--- src/rtl/motor_hbridge_driver.sv ---
// motor_hbridge_driver: two H-bridge channels with PWM speed and break-before-make dead time.
// Optional soft-start ramp of the per-channel duty when MOTOR_RAMP_EN is defined.
module motor_hbridge_driver #(
   parameter int DUTY_W      = 5,
   parameter int PRESCALE    = 4,
   parameter int DEAD_CYCLES = 8
) (
   input  logic              clk,
   input  logic              rst_n,
   input  logic [1:0]        cmd_a,
   input  logic [1:0]        cmd_b,
   input  logic [DUTY_W-1:0] duty,
   output logic [1:0]        a_out,
   output logic [1:0]        b_out,
   output logic              dead_a,
   output logic              dead_b,
   output logic              pwm_tick
);
   localparam int PW = PRESCALE > 1 ? $clog2(PRESCALE) : 1;
   localparam int DW = DEAD_CYCLES > 1 ? $clog2(DEAD_CYCLES) : 1;

   typedef enum logic [2:0] {COAST, DEAD, FWD, REV, BRAKE} state_t;

   logic [PW-1:0]     r_pre;
   logic [DUTY_W-1:0] r_cnt;
   logic              r_tick;
   logic              w_cnt_en;
   logic              w_wrap;
   logic [1:0]        w_cmd [2];
   logic              w_pwm [2];
   state_t            r_st  [2];
   logic [DW-1:0]     r_dc  [2];
   logic [1:0]        r_tgt [2];
   logic [1:0]        r_out [2];

   function automatic state_t f_tgt(input logic [1:0] cmd);
      return cmd == 2'b10 ? FWD : cmd == 2'b01 ? REV : BRAKE;
   endfunction

   assign w_cnt_en = r_pre == PW'(PRESCALE - 1);
   assign w_wrap   = w_cnt_en && (r_cnt == '1);
   assign w_cmd[0] = cmd_a;
   assign w_cmd[1] = cmd_b;

   always_ff @(posedge clk or negedge rst_n) begin
      if (!rst_n) begin
         r_pre  <= '0;
         r_cnt  <= '0;
         r_tick <= 1'b0;
      end else begin
         r_pre  <= w_cnt_en ? '0 : r_pre + 1'b1;
         r_cnt  <= w_cnt_en ? r_cnt + 1'b1 : r_cnt;
         r_tick <= w_wrap;
      end
   end

`ifdef MOTOR_RAMP_EN
   logic [DUTY_W-1:0] r_dq [2];
   logic              w_enter [2];

   always_comb begin
      for (int c = 0; c < 2; c++) begin
         w_pwm[c]   = r_cnt < r_dq[c];
         w_enter[c] = r_st[c] == DEAD && w_cmd[c] == r_tgt[c] && r_dc[c] == '0 && r_tgt[c] != 2'b11;
      end
   end

   // Entering FWD/REV restarts the ramp from zero so the motor soft-starts.
   always_ff @(posedge clk or negedge rst_n) begin
      if (!rst_n) begin
         for (int c = 0; c < 2; c++) r_dq[c] <= '0;
      end else begin
         for (int c = 0; c < 2; c++)
            r_dq[c] <= w_enter[c] ? '0 :
                       !w_wrap ? r_dq[c] :
                       r_dq[c] < duty ? r_dq[c] + 1'b1 :
                       r_dq[c] > duty ? r_dq[c] - 1'b1 : r_dq[c];
      end
   end
`else
   logic [DUTY_W-1:0] r_duty;

   always_comb begin
      for (int c = 0; c < 2; c++) w_pwm[c] = r_cnt < r_duty;
   end

   always_ff @(posedge clk or negedge rst_n) begin
      if (!rst_n) r_duty <= '0;
      else if (w_wrap) r_duty <= duty;
   end
`endif

   always_ff @(posedge clk or negedge rst_n) begin
      if (!rst_n) begin
         for (int c = 0; c < 2; c++) begin
            r_st[c]  <= COAST;
            r_dc[c]  <= '0;
            r_tgt[c] <= 2'b00;
            r_out[c] <= 2'b00;
         end
      end else begin
         for (int c = 0; c < 2; c++) begin
            r_out[c] <= r_st[c] == FWD   ? {w_pwm[c], 1'b0} :
                        r_st[c] == REV   ? {1'b0, w_pwm[c]} :
                        r_st[c] == BRAKE ? 2'b11 : 2'b00;
            case (r_st[c])
               COAST: begin
                  if (w_cmd[c] != 2'b00) begin
                     r_st[c]  <= DEAD;
                     r_dc[c]  <= DW'(DEAD_CYCLES - 1);
                     r_tgt[c] <= w_cmd[c];
                  end
               end
               DEAD: begin
                  if (w_cmd[c] == 2'b00) r_st[c] <= COAST;
                  else if (w_cmd[c] != r_tgt[c]) begin
                     r_dc[c]  <= DW'(DEAD_CYCLES - 1);
                     r_tgt[c] <= w_cmd[c];
                  end else if (r_dc[c] == '0) r_st[c] <= f_tgt(r_tgt[c]);
                  else r_dc[c] <= r_dc[c] - 1'b1;
               end
               default: begin
                  // Any change of non-coast command is forced back through DEAD.
                  if (w_cmd[c] == 2'b00) r_st[c] <= COAST;
                  else if (w_cmd[c] != r_tgt[c]) begin
                     r_st[c]  <= DEAD;
                     r_dc[c]  <= DW'(DEAD_CYCLES - 1);
                     r_tgt[c] <= w_cmd[c];
                  end
               end
            endcase
         end
      end
   end

   assign a_out    = r_out[0];
   assign b_out    = r_out[1];
   assign dead_a   = r_st[0] == DEAD;
   assign dead_b   = r_st[1] == DEAD;
   assign pwm_tick = r_tick;
endmodule

--- config.mk ---
export PLATFORM = sky130hd
export DESIGN_NAME = motor_hbridge_driver
export DESIGN_NICKNAME = d
export VERILOG_FILES = /design/src/rtl/motor_hbridge_driver.sv
export SDC_FILE = /design/constraint.sdc
export NUM_CORES = 1
export LEC_CHECK = 0
export CORE_MARGIN = 2
export CORE_UTILIZATION = 50
export CTS_CLUSTER_DIAMETER = 30
export DETAILED_ROUTE_END_ITERATION = 8
export PLACE_DENSITY = 0.78
export SYNTH_ARGS = -nofsm -noshare
export SYNTH_HDL_FRONTEND = slang
export SYNTH_SLANG_ARGS = --single-unit
--- constraint.sdc ---
create_clock -name clk -period 1.75 [get_ports clk]
set_clock_uncertainty 0.2 [all_clocks]
set_input_delay 0.35 -clock clk [delete_from_list [all_inputs] [get_ports clk]]
set_output_delay 0.35 -clock clk [all_outputs]
set_load 0.03 [all_outputs]
==> summary.txt, run 1 <==
Setup path
  • R2R Setup Slk: 0.03 ns
  • R2R depth: 5
  • Crit path launch type: flip-flop
  • R2R Path End: a_out[0]
  • CP top delay family: flip-flops
  • CP required: 1.20 ns
  • WP depth: 2
  • Crit path max-delay cell type: dfrtp_2
  • Crit Path Category: flip-flop to output pin
  • Critical-path maximum fanout: 7
  • Worst path cell trace: nor3b_4 -> buf_6
  • Buf+Inv Stages, Crit Path: 1
  • Critical path data arrival time: 1.31 ns
  • CP Capture Type: output pin
  • CP peak stage delay: 0.48 ns
  • Reg-to-reg startpoint: r_cnt[1]

Cells and area
  • Multi-input gate area: 908 sq um
  • Area delta synth->final: 34.0%
  • Final instance area: 2350 sq um
  • Layout Utilization: 0.699
  • Non-Filler Instances: 259
  • Leading cell type in the layout, fill and taps excluded: dfrtp_1
  • Diode count: 0
  • # fillers: 265
  • Sequential Area: 830 sq um
  • Layout cells sized above 1: 0.324
  • Fin nets: 236
  • Most frequent cells in the layout: dfrtp_1 (30), buf_4 (29), inv_1 (13)

Yosys
  • Synth warn: 0
  • Syn avg cell area: 10.7 sq um
  • Asr flop ratio synth: 1.00
  • Synth Area in Compound Gates: 0.147
  • Number of synthesized flops with an enable pin: 0
  • Syn_nets: 188
  • Synth Cell Area: 1750 sq um
  • Largest area contributor in the netlist: dfrtp_1
  • Area share of the largest cell type after synthesis: 0.471
  • Adder-Cell Fraction of Synth Area: 0.0927
  • Largest family of logic cells by synthesized area: simple AND/OR/NAND/NOR gates
  • Ranking of synthesized cells by area: dfrtp_1 (47%), ha_1 (9.3%), inv_1 (3.2%)
  • Ys flop type: dfrtp_1
  • Post-synth cell types: 49
  • Post-Synth XOR/XNOR Area: 0.0342
  • Post-synthesis mux area share: 0.0307
  • Synth Instances: 164
  • #FFs+latches synth: 33
  • Seq/Total Area, Yosys: 0.471
  • Synth Area in Simple Gates: 0.163

Clock tree
  • CTS tree: yes
  • CTS Buffer Depth: 2
  • Clock buffer count from CTS: 5
  • CTS sink cnt: 33
  • Reg clk slew, reported paths: 0.10 ns
  • CTS H-tree lvls: 2
  • Worst skew pair latency: 0.34 ns
  • CTS root buf: clkbuf_4

Placement
  • Placed wire-length estimate: 2580 um
  • PortBufs: 17
  • DP Worst Slack: -0.261 ns
  • Area of placed instances: 2080 sq um
  • Dpl cells: 239
  • GPL Wtd Cong: 0.766

Run status
  • Failing checks: setup timing
  • Status: finished with violations

Min path
  • HP Class: input pin to asynchronous set/reset pin

Timing
  • Slew Limit Fails: 0
  • Period utilisation layout: 1.06
  • Endpoints failing hold: 0
  • Highest Clock Rate: 538 MHz
  • Pin slew with the least headroom to its limit: 0.346 ns
  • Final worst slack: -0.107 ns
  • Slew margin rel.: 0.768
  • WHS: 0.156 ns
  • # setup viols final: 1
  • RSZ-0062 raised after global routing: true
  • Minimum clock period: 1.86 ns

Floorplanning
  • DIE AREA: 4000 sq um
  • Site row count: 21
  • Die H: 63.2 um
  • Ports: 18
  • Core footprint: 3360 sq um
  • Starting Density: 0.522
  • Die Wd: 63.2 um

Routing
  • Drt via density: 5.42
  • Detailed-route via count: 1404
  • DR WL/cell: 14.6 um
  • Antenna viol nets, final: 0
  • Routed wire length: 3790 um
  • Drt first-iter violations: 41
  • Drt first pass iters: 4
  • DRC: 0

Global route
  • Initial antenna violation count: 0
  • Gr ovfl total: 0
  • First-pass GRT wire length: 6130 um
  • Largest net degree at the start of global routing: 34
  • Gr usage total: 0.196
  • Vias in the first global route: 1333

Power
  • LEAKAGE: 1.13 nW
  • Worst vdd ir: 546 uV
  • Pwr dens: 679 nW/um^2

Job
  • MaxCap Viol Count: 0
through the flow:
| step | TNS [ns] | total power, W |
|---|---|---|
| floorplan | 0 | 0.000905 |
| global placement | -1.22 | 0.000980 |
| detailed placement | -2.38 | 0.000993 |
| CTS | -0.142 | 0.00159 |
| global route | -0.215 | 0.00166 |
| finish | -0.107 | 0.00160 |
routing by layer:
metal,vias to the layer above,GRT usage,wire length (um)
li1,687,-,-
met1,675,0.235,1590
met2,31,0.331,1970
met3,11,0.0607,147
met4,0,0.0707,82
met5,-,0,0
cell families after synthesis:
| logic type | count (synthesis) |
|---|---|
| simple gates | 45 |
| flops | 33 |
| fa+ha+maj | 13 |
| compound gates | 39 |
| xor+xnor | 6 |
| buf+inv | 23 |
| mux | 5 |
area by class of cell:
| type | count | area share |
|---|---|---|
| clock inverters | 1 | 0.0128 |
| repair buffers | 47 | 0.172 |
| clock buffers | 7 | 0.0234 |
| inverters | 17 | 0.0282 |
| multi-input cells | 108 | 0.386 |
| well taps | 46 | 0.0245 |
| flip-flops and latches | 33 | 0.353 |
registers in the layout, indices dropped and copies added, names as in the netlist:
signal / cells
pwm_tick: 1
r_cnt: 5
r_dc: 6
r_st: 6
r_duty: 5
b_out: 2
r_tgt: 4
r_pre: 2
a_out: 2
cells in the mapped netlist, types with 2 or more instances:
| library cell | number |
|---|---|
| dfrtp_1 | 33 |
| inv_1 | 15 |
| ha_1 | 13 |
| o21ai_0 | 11 |
| nor2_1 | 10 |
| nand2_1 | 7 |
| a31oi_1 | 5 |
| a21oi_1 | 4 |
| a22oi_1 | 4 |
| nand2b_1 | 4 |
| xnor2_1 | 4 |
| mux2_2 | 3 |
| o22ai_1 | 3 |
| and3_1 | 2 |
| buf_2 | 2 |
| buf_6 | 2 |
| clkinv_1 | 2 |
| mux2i_1 | 2 |
| nand4_1 | 2 |
| nor2b_1 | 2 |
| nor3b_1 | 2 |
| nor3b_2 | 2 |
| nor4_1 | 2 |
| nor4b_1 | 2 |
| o21ai_1 | 2 |
power breakdown:
| group | switching (W) | internal [W] |
|---|---|---|
| Sequential | 0.0000201 | 0.000779 |
| Clock | 0.000256 | 0.000341 |
| Combinational | 0.0000952 | 0.000103 |
| Total | 0.000372 | 0.00122 |
what timing repair did:
action	4_1_cts	5_1_grt
pin swaps	3	9
hold buffers	0	0
gates resized for setup	16	17
endpoints found under the setup margin	15	14
setup buffers	4	8
how the worst max path moves through the flow:
stage | startpoint | end | slack (ns)
5_1_grt | r_st[5] | dead_a | -0.16
3_5_place_dp | cmd_b[1] | r_dc[0] | -0.26
2_1_floorplan | r_dc[0] | r_dc[1] | 0.07
6_report | r_st[5] | dead_a | -0.11
3_3_place_gp | cmd_b[1] | r_dc[0] | -0.16
4_1_cts | r_st[4] | dead_a | -0.14
(Power assumes the default switching activity.)
==> run 2, diff against run 1 <==
- CORE_UTILIZATION: 50 -> 56
- PLACE_DENSITY: 0.78 -> 0.83
- clock period: 1.75 -> 1.95 ns (I/O delays scaled with it)
==> run 2 against run 1 <==
Compared with the run above:
- the run now ends clean
- sequential share of layout area increased by 4.2 points
- via count decreased by 6.3%
- sequential cell count unchanged
- worst hold slack improved by 0.084 ns
- power decreased by 23%
==> summary.txt, run 2 (synthesis gave the netlist of run 1 again) <==
Power
  • LEAKAGE: 0.998 nW (was 1.13 nW)
  • Pwr dens: 585 nW/um^2 (was 679 nW/um^2)
  • Seq pwr share: 0.582 (was 0.501)
  • Tot Pwr: 0.00123 W (was 0.00160 W)
  • Switching share of total power: 0.251 (was 0.233)
  • Gate power share: 0.128 (was 0.124)
  • Net Switching: 0.000309 W (was 0.000372 W)
  • Clock share of power: 0.290 (was 0.375)
  • Cell Int Power: 0.000922 W (was 0.00122 W)
  • Worst vdd ir: 426 uV (was 546 uV)

Floorplanning
  • Die H: 60.0 um (was 63.2 um)
  • Die Wd: 60.0 um (was 63.2 um)
  • DIE AREA: 3600 sq um (was 4000 sq um)
  • Starting Density: 0.579 (was 0.522)
  • Ports: 18 (unchanged)
  • Core footprint: 3030 sq um (was 3360 sq um)
  • Site row count: 20 (was 21)

Min path
  • Worst Hold Depth: 1
  • Hold Path Origin: r_pre[0]
  • HP Class: flip-flop to flip-flop (was input pin to asynchronous set/reset pin)
  • Sink of the worst hold path: r_pre[0]

Timing
  • Pin slew with the least headroom to its limit: 0.405 ns (was 0.346 ns)
  • Slew Limit Fails: 0 (unchanged)
  • Minimum clock period: 1.92 ns
  • Slew margin rel.: 0.730 (was 0.768)
  • # setup viols final: 0 (was 1)
  • RSZ-0062 raised after global routing: true (unchanged)
  • Period utilisation layout: 0.986
  • Highest Clock Rate: 520 MHz
  • Endpoints failing hold: 0 (unchanged)
  • Final worst slack: 0.0272 ns (was -0.107 ns)

Job
  • MaxCap Viol Count: 0 (unchanged)

Placement
  • Placed wire-length estimate: 2550 um (was 2580 um)
  • GPL Wtd Cong: 0.808 (was 0.766)
  • PortBufs: 17 (unchanged)
  • DP Worst Slack: -0.161 ns (was -0.261 ns)

Setup path
  • Worst path cell trace: clkdlybuf4s50_1 (was nor3b_4 -> buf_6)
  • Crit path launch type: flip-flop (unchanged)
  • Reg-to-reg startpoint: r_dc[1] (was r_cnt[1])
  • Crit Path Category: flip-flop to output pin (unchanged)
  • R2R depth: 6 (was 5)
  • Crit path max-delay cell type: clkdlybuf4s50_1 (was dfrtp_2)
  • CP required: 1.36 ns (was 1.20 ns)
  • Buf+Inv Stages, Crit Path: 1 (unchanged)
  • R2R Path End: r_dc[2] (was a_out[0])
  • CP peak stage delay: 0.66 ns (was 0.48 ns)
  • CP Capture Type: output pin (unchanged)
  • Critical path data arrival time: 1.33 ns (was 1.31 ns)
  • R2R Setup Slk: 0.09 ns (was 0.03 ns)
  • Critical-path maximum fanout: 1 (was 7)
  • CP top delay family: buffers and inverters (was flip-flops)

Cells and area
  • Top flop regs: r_dc x6, r_st x6 (unchanged)
  • Area delta synth->final: 20.0% (was 34.0%)
  • Diode count: 0 (unchanged)
  • Fin nets: 219 (was 236)
  • Layout cells sized above 1: 0.214 (was 0.324)
  • Sequential Area: 832 sq um (was 830 sq um)
  • # fillers: 241 (was 265)
  • Leading cell type in the layout, fill and taps excluded: dfrtp_1 (unchanged)
  • Multi-input gate area: 841 sq um (was 908 sq um)
  • Most frequent cells in the layout: dfrtp_1 (28), inv_1 (15), buf_4 (14) (was dfrtp_1 (30), buf_4 (29), inv_1 (13))

Clock tree
  • CTS H-tree lvls: 2 (unchanged)
  • CTS tree: yes (unchanged)
  • Clock buffer count from CTS: 5 (unchanged)
  • CTS Buffer Depth: 2 (unchanged)
  • CTS root buf: clkbuf_4 (unchanged)
  • CTS sink cnt: 33 (unchanged)
  • Worst skew pair latency: 0.34 ns (about the same)
  • Reg clk slew, reported paths: 0.10 ns (about the same)

Global route
  • Vias in the first global route: 1286 (was 1333)
  • First-pass GRT wire length: 5470 um (was 6130 um)
  • Gr usage total: 0.212 (was 0.196)
  • Initial antenna violation count: 0 (unchanged)
  • Gr ovfl total: 0 (unchanged)
  • Largest net degree at the start of global routing: 34 (unchanged)

Routing
  • Drt first-iter violations: 49 (was 41)
  • Antenna viol nets, final: 0 (unchanged)
  • Detailed-route via count: 1315 (was 1404)
  • Drt via density: 5.48 (was 5.42)
  • DRC: 0 (unchanged)
  • DR WL/cell: 14.4 um (was 14.6 um)
  • Routed wire length: 3450 um (was 3790 um)
  • Drt first pass iters: 4 (unchanged)

Run status
  • Status: complete, no violations (was finished with violations)
run 2: cell count changes in the layout (fill, tap and decap cells not counted), moves of 3 or more:
cell,change
ha_2,-3
clkdlybuf4s50_1,+3
ha_1,+5
dlygate4sd2_1,-4
buf_4,-15
run 2: routing by layer:
metal  wire (um)  track usage
met1        1430        0.229
met3         122       0.0411
met5           0            0
met2        1800        0.373
met4          98        0.137
run 2: cell type report:
| type | instances | area share |
|---|---|---|
| inverter | 17 | 0.0321 |
| timing repair buffer | 29 | 0.122 |
| sequential | 33 | 0.395 |
| multi-input combinational | 108 | 0.399 |
| tap | 44 | 0.0261 |
| timing repair inverter | 1 | 0.00238 |
| clock buffer | 8 | 0.0232 |
run 2: worst max-delay path by stage:
stage               startpoint  endpoint  cells past startpoint
finish                pwm_tick  pwm_tick                      1
global route           r_dc[1]   r_dc[2]                      6
CTS                    r_st[4]    dead_a                      2
detailed placement    cmd_b[1]   r_dc[2]                      5
global placement      cmd_b[1]   r_dc[1]                      5
floorplan              r_dc[0]   r_dc[1]                      6
run 2: through the flow:
| step | instance area (sq um) | TNS, ns | instances | util | hold WS (ns) |
|---|---|---|---|---|---|
| floorplan | 1750 | 0 | 164 | - | -0.106 |
| global placement | 2000 | -0.0795 | 228 | 0.660 | 0.213 |
| detailed placement | 2000 | -0.644 | 228 | 0.660 | 0.227 |
| CTS | 2050 | 0 | 236 | 0.677 | 0.240 |
| global route | 2110 | -0.0426 | 240 | 0.695 | 0.265 |
| finish | 2110 | 0 | 240 | 0.695 | 0.240 |
run 2: repair_timing:
action                                  in CTS  in global routing
setup buffers                                0                  3
pin swaps                                    0                  0
hold buffers                                 0                  0
endpoints found under the setup margin       3                 10
cloned                                       0                  1
gates resized for setup                      4                 10
run 2: power groups by stage:
| stage | logic, W | clock network, W | registers (W) |
|---|---|---|---|
| global placement | 0.000142 | 0 | 0.000727 |
| detailed placement | 0.000151 | 0 | 0.000729 |
| global route | 0.000174 | 0.000392 | 0.000719 |
| finish | 0.000158 | 0.000358 | 0.000716 |
| floorplan | 0.0000869 | 0 | 0.000725 |
| CTS | 0.000153 | 0.000369 | 0.000715 |
==> run 3, diff against run 2 <==
- CELL_PAD_IN_SITES_DETAIL_PLACEMENT: unset -> 1
- CELL_PAD_IN_SITES_GLOBAL_PLACEMENT: unset -> 1
- CORE_UTILIZATION: 56 -> 44
- PLACE_DENSITY: 0.83 -> 0.82
==> run 3 against run 2 <==
Compared with the run above:
- power grew 25%
- non-clock buffer count is the same
- register-to-register slack gained 0.02 ns
- global-route usage shrank 1.3 points
- combinational power grew 3%
- wire length grew 14%
- first-iteration DRC count shrank 41%
- sequential power is essentially flat
- utilization shrank 11 points
- critical endpoint is now b_out[0]
- highest routed layer unchanged
==> summary.txt, run 3 (synthesis gave the netlist of run 1 again) <==
Power
  • Worst vdd ir: 391 uV (was 426 uV)
  • LEAKAGE: 1.01 nW (was 0.998 nW)
  • Pwr dens: 705 nW/um^2 (was 585 nW/um^2)
  • Gate power share: 0.106 (was 0.128)
  • Net Switching: 0.000338 W (was 0.000309 W)
  • Switching share of total power: 0.220 (was 0.251)
  • Seq pwr share: 0.467 (was 0.582)
  • Cell Int Power: 0.00120 W (was 0.000922 W)
  • Clock share of power: 0.427 (was 0.290)

Global route
  • First-pass GRT wire length: 6580 um (was 5470 um)
  • Vias in the first global route: 1500 (was 1286)
  • Gr ovfl total: 0 (unchanged)
  • Initial antenna violation count: 0 (unchanged)
  • Largest net degree at the start of global routing: 34 (unchanged)
  • Gr usage total: 0.199 (was 0.212)

Floorplanning
  • Die Wd: 67.1 um (was 60.0 um)
  • Die H: 67.1 um (was 60.0 um)
  • Core footprint: 3740 sq um (was 3030 sq um)
  • DIE AREA: 4510 sq um (was 3600 sq um)
  • Site row count: 22 (was 20)
  • Ports: 18 (unchanged)
  • Starting Density: 0.469 (was 0.579)

Clock tree
  • CTS root buf: clkbuf_8 (was clkbuf_4)
  • CTS sink cnt: 33 (unchanged)
  • Clock buffer count from CTS: 5 (unchanged)
  • CTS tree: yes (unchanged)
  • Worst skew pair latency: 0.28 ns (was 0.34 ns)
  • CTS H-tree lvls: 2 (unchanged)
  • CTS Buffer Depth: 2 (unchanged)
  • Reg clk slew, reported paths: 0.07 ns (was 0.10 ns)

Setup path
  • Critical-path maximum fanout: 1 (unchanged)
  • Crit path max-delay cell type: clkdlybuf4s50_1 (unchanged)
  • Buf+Inv Stages, Crit Path: 1 (unchanged)
  • WP depth: 1 (unchanged)
  • CP peak stage delay: 0.67 ns (was 0.66 ns)
  • Setup crit start: b_out[0] (was pwm_tick)
  • Worst path cell trace: clkdlybuf4s50_1 (unchanged)
  • Crit Path Category: flip-flop to output pin (unchanged)
  • CP Capture Type: output pin (unchanged)
  • R2R Path End: r_dc[1] (was r_dc[2])
  • Reg-to-reg startpoint: r_dc[0] (was r_dc[1])
  • CP top delay family: buffers and inverters (unchanged)
  • R2R Setup Slk: 0.11 ns (was 0.09 ns)
  • R2R depth: 6 (unchanged)
  • CP required: 1.36 ns (about the same)
  • Critical path data arrival time: 1.29 ns (was 1.33 ns)
  • Crit path launch type: flip-flop (unchanged)
  • Critical Path End: b_out[0] (was pwm_tick)

Cells and area
  • Fin nets: 219 (unchanged)
  • Top flop regs: r_dc x6, r_st x6 (unchanged)
  • Area delta synth->final: 24.3% (was 20.0%)
  • Diode count: 0 (unchanged)
  • Most frequent cells in the layout: dfrtp_1 (32), inv_1 (15), clkdlybuf4s50_1 (15) (was dfrtp_1 (28), inv_1 (15), buf_4 (14))
  • Layout cells sized above 1: 0.209 (was 0.214)
  • Final instance area: 2180 sq um (was 2110 sq um)
  • Layout Utilization: 0.582 (was 0.695)
  • # fillers: 417 (was 241)
  • Leading cell type in the layout, fill and taps excluded: dfrtp_1 (unchanged)

Timing
  • Setup_tns: 0 ns (unchanged)
  • Highest Clock Rate: 533 MHz (was 520 MHz)
  • # setup viols final: 0 (unchanged)
  • Slew margin rel.: 0.723 (was 0.730)
  • Final worst slack: 0.0727 ns (was 0.0272 ns)
  • Period utilisation layout: 0.963 (was 0.986)
  • Pin slew with the least headroom to its limit: 0.415 ns (was 0.405 ns)
  • Minimum clock period: 1.88 ns (was 1.92 ns)
  • Endpoints failing hold: 0 (unchanged)
  • Slew Limit Fails: 0 (unchanged)
  • RSZ-0062 raised after global routing: false (was true)

Routing
  • Antenna viol nets, final: 0 (unchanged)
  • Detailed-route via count: 1357 (was 1315)
  • Drt first-iter violations: 29 (was 49)
  • Drt via density: 5.56 (was 5.48)
  • DR WL/cell: 16.1 um (was 14.4 um)
  • Routed wire length: 3930 um (was 3450 um)
  • DRC: 0 (unchanged)
  • Drt first pass iters: 4 (unchanged)

Placement
  • PortBufs: 17 (unchanged)
  • GPL Wtd Cong: 0.831 (was 0.808)
  • Area of placed instances: 2000 sq um (about the same)
  • DP Worst Slack: -0.279 ns (was -0.161 ns)
  • Placed wire-length estimate: 2950 um (was 2550 um)

Min path
  • HP Class: flip-flop to flip-flop (unchanged)

Run status
  • Status: complete, no violations (unchanged)

Job
  • MaxCap Viol Count: 0 (unchanged)
==> run 3: cell types whose count changed in the layout (fill, tap and decap cells not counted), sizes merged <==
cell	before	now
dlymetal6s2s	1	0
clkdlybuf4s50	13	15
bufinv	0	1
dlygate4sd2	1	0
clkbuf	8	7
==> run 3: final cells by class <==
class | count | area (sq um) | share of cell area
clock inverter | 1 | 30.0 | 0.0138
inverter | 17 | 67.6 | 0.0310
timing repair buffer | 29 | 255 | 0.117
timing repair inverter | 1 | 7.51 | 0.00344
tap | 48 | 60.1 | 0.0276
sequential | 33 | 827 | 0.379
clock buffer | 7 | 86.3 | 0.0396
multi-input combinational | 108 | 846 | 0.388
==> run 3: through the flow <==
| step | hold WS, ns | cells | power, W |
|---|---|---|---|
| finish | 0.250 | 244 | 0.00154 |
| global route | 0.266 | 244 | 0.00161 |
| CTS | 0.249 | 240 | 0.00155 |
| detailed placement | 0.228 | 232 | 0.000886 |
| global placement | 0.213 | 232 | 0.000871 |
| floorplan | -0.106 | 164 | 0.000812 |
==> run 3: how the worst min path moves through the flow <==
stage	startpoint	end	slack, ns	cells after the start
finish	r_pre[0]	r_pre[0]	0.25	1
global route	r_pre[0]	r_pre[0]	0.27	1
global placement	r_pre[0]	r_pre[0]	0.21	1
floorplan	rst_n	a_out[0]	-0.11	0
CTS	r_pre[0]	r_pre[0]	0.25	1
detailed placement	r_pre[0]	r_pre[0]	0.23	1
==> run 3: repair_timing <==
item,CTS,global route
hold buffers,0,0
resized for setup,4,6
setup buffers,0,3
cloned,0,1
setup endpoints to repair,3,7
pin swaps,0,1
==> run 3: per-layer routing <==
metal	vias up	share of wire	global-route usage	wire (um)
met1	667	0.40	0.208	1580
met5	-	0	0	0
li1	653	-	-	-
met4	0	0.013	0.0842	51
met3	5	0.043	0.0483	170
met2	32	0.54	0.376	2140
==> run 3: worst reg2reg max path: stages, from the launching register on <==
cell       delay [ns]
dfrtp_1          0.32
inv_1            0.06
ha_1             0.19
ha_1             0.26
a2111oi_2        0.45
a221oi_2         0.10
a22oi_1          0.17
==> run 3: power groups by stage <==
| stage | logic (W) | clock network [W] | registers, W |
|---|---|---|---|
| after floorplan | 0.0000869 | 0 | 0.000725 |
| after global placement | 0.000144 | 0 | 0.000727 |
| after detailed placement | 0.000157 | 0 | 0.000729 |
| after CTS | 0.000162 | 0.000672 | 0.000716 |
| after global routing | 0.000181 | 0.000710 | 0.000718 |
| final | 0.000163 | 0.000656 | 0.000717 |
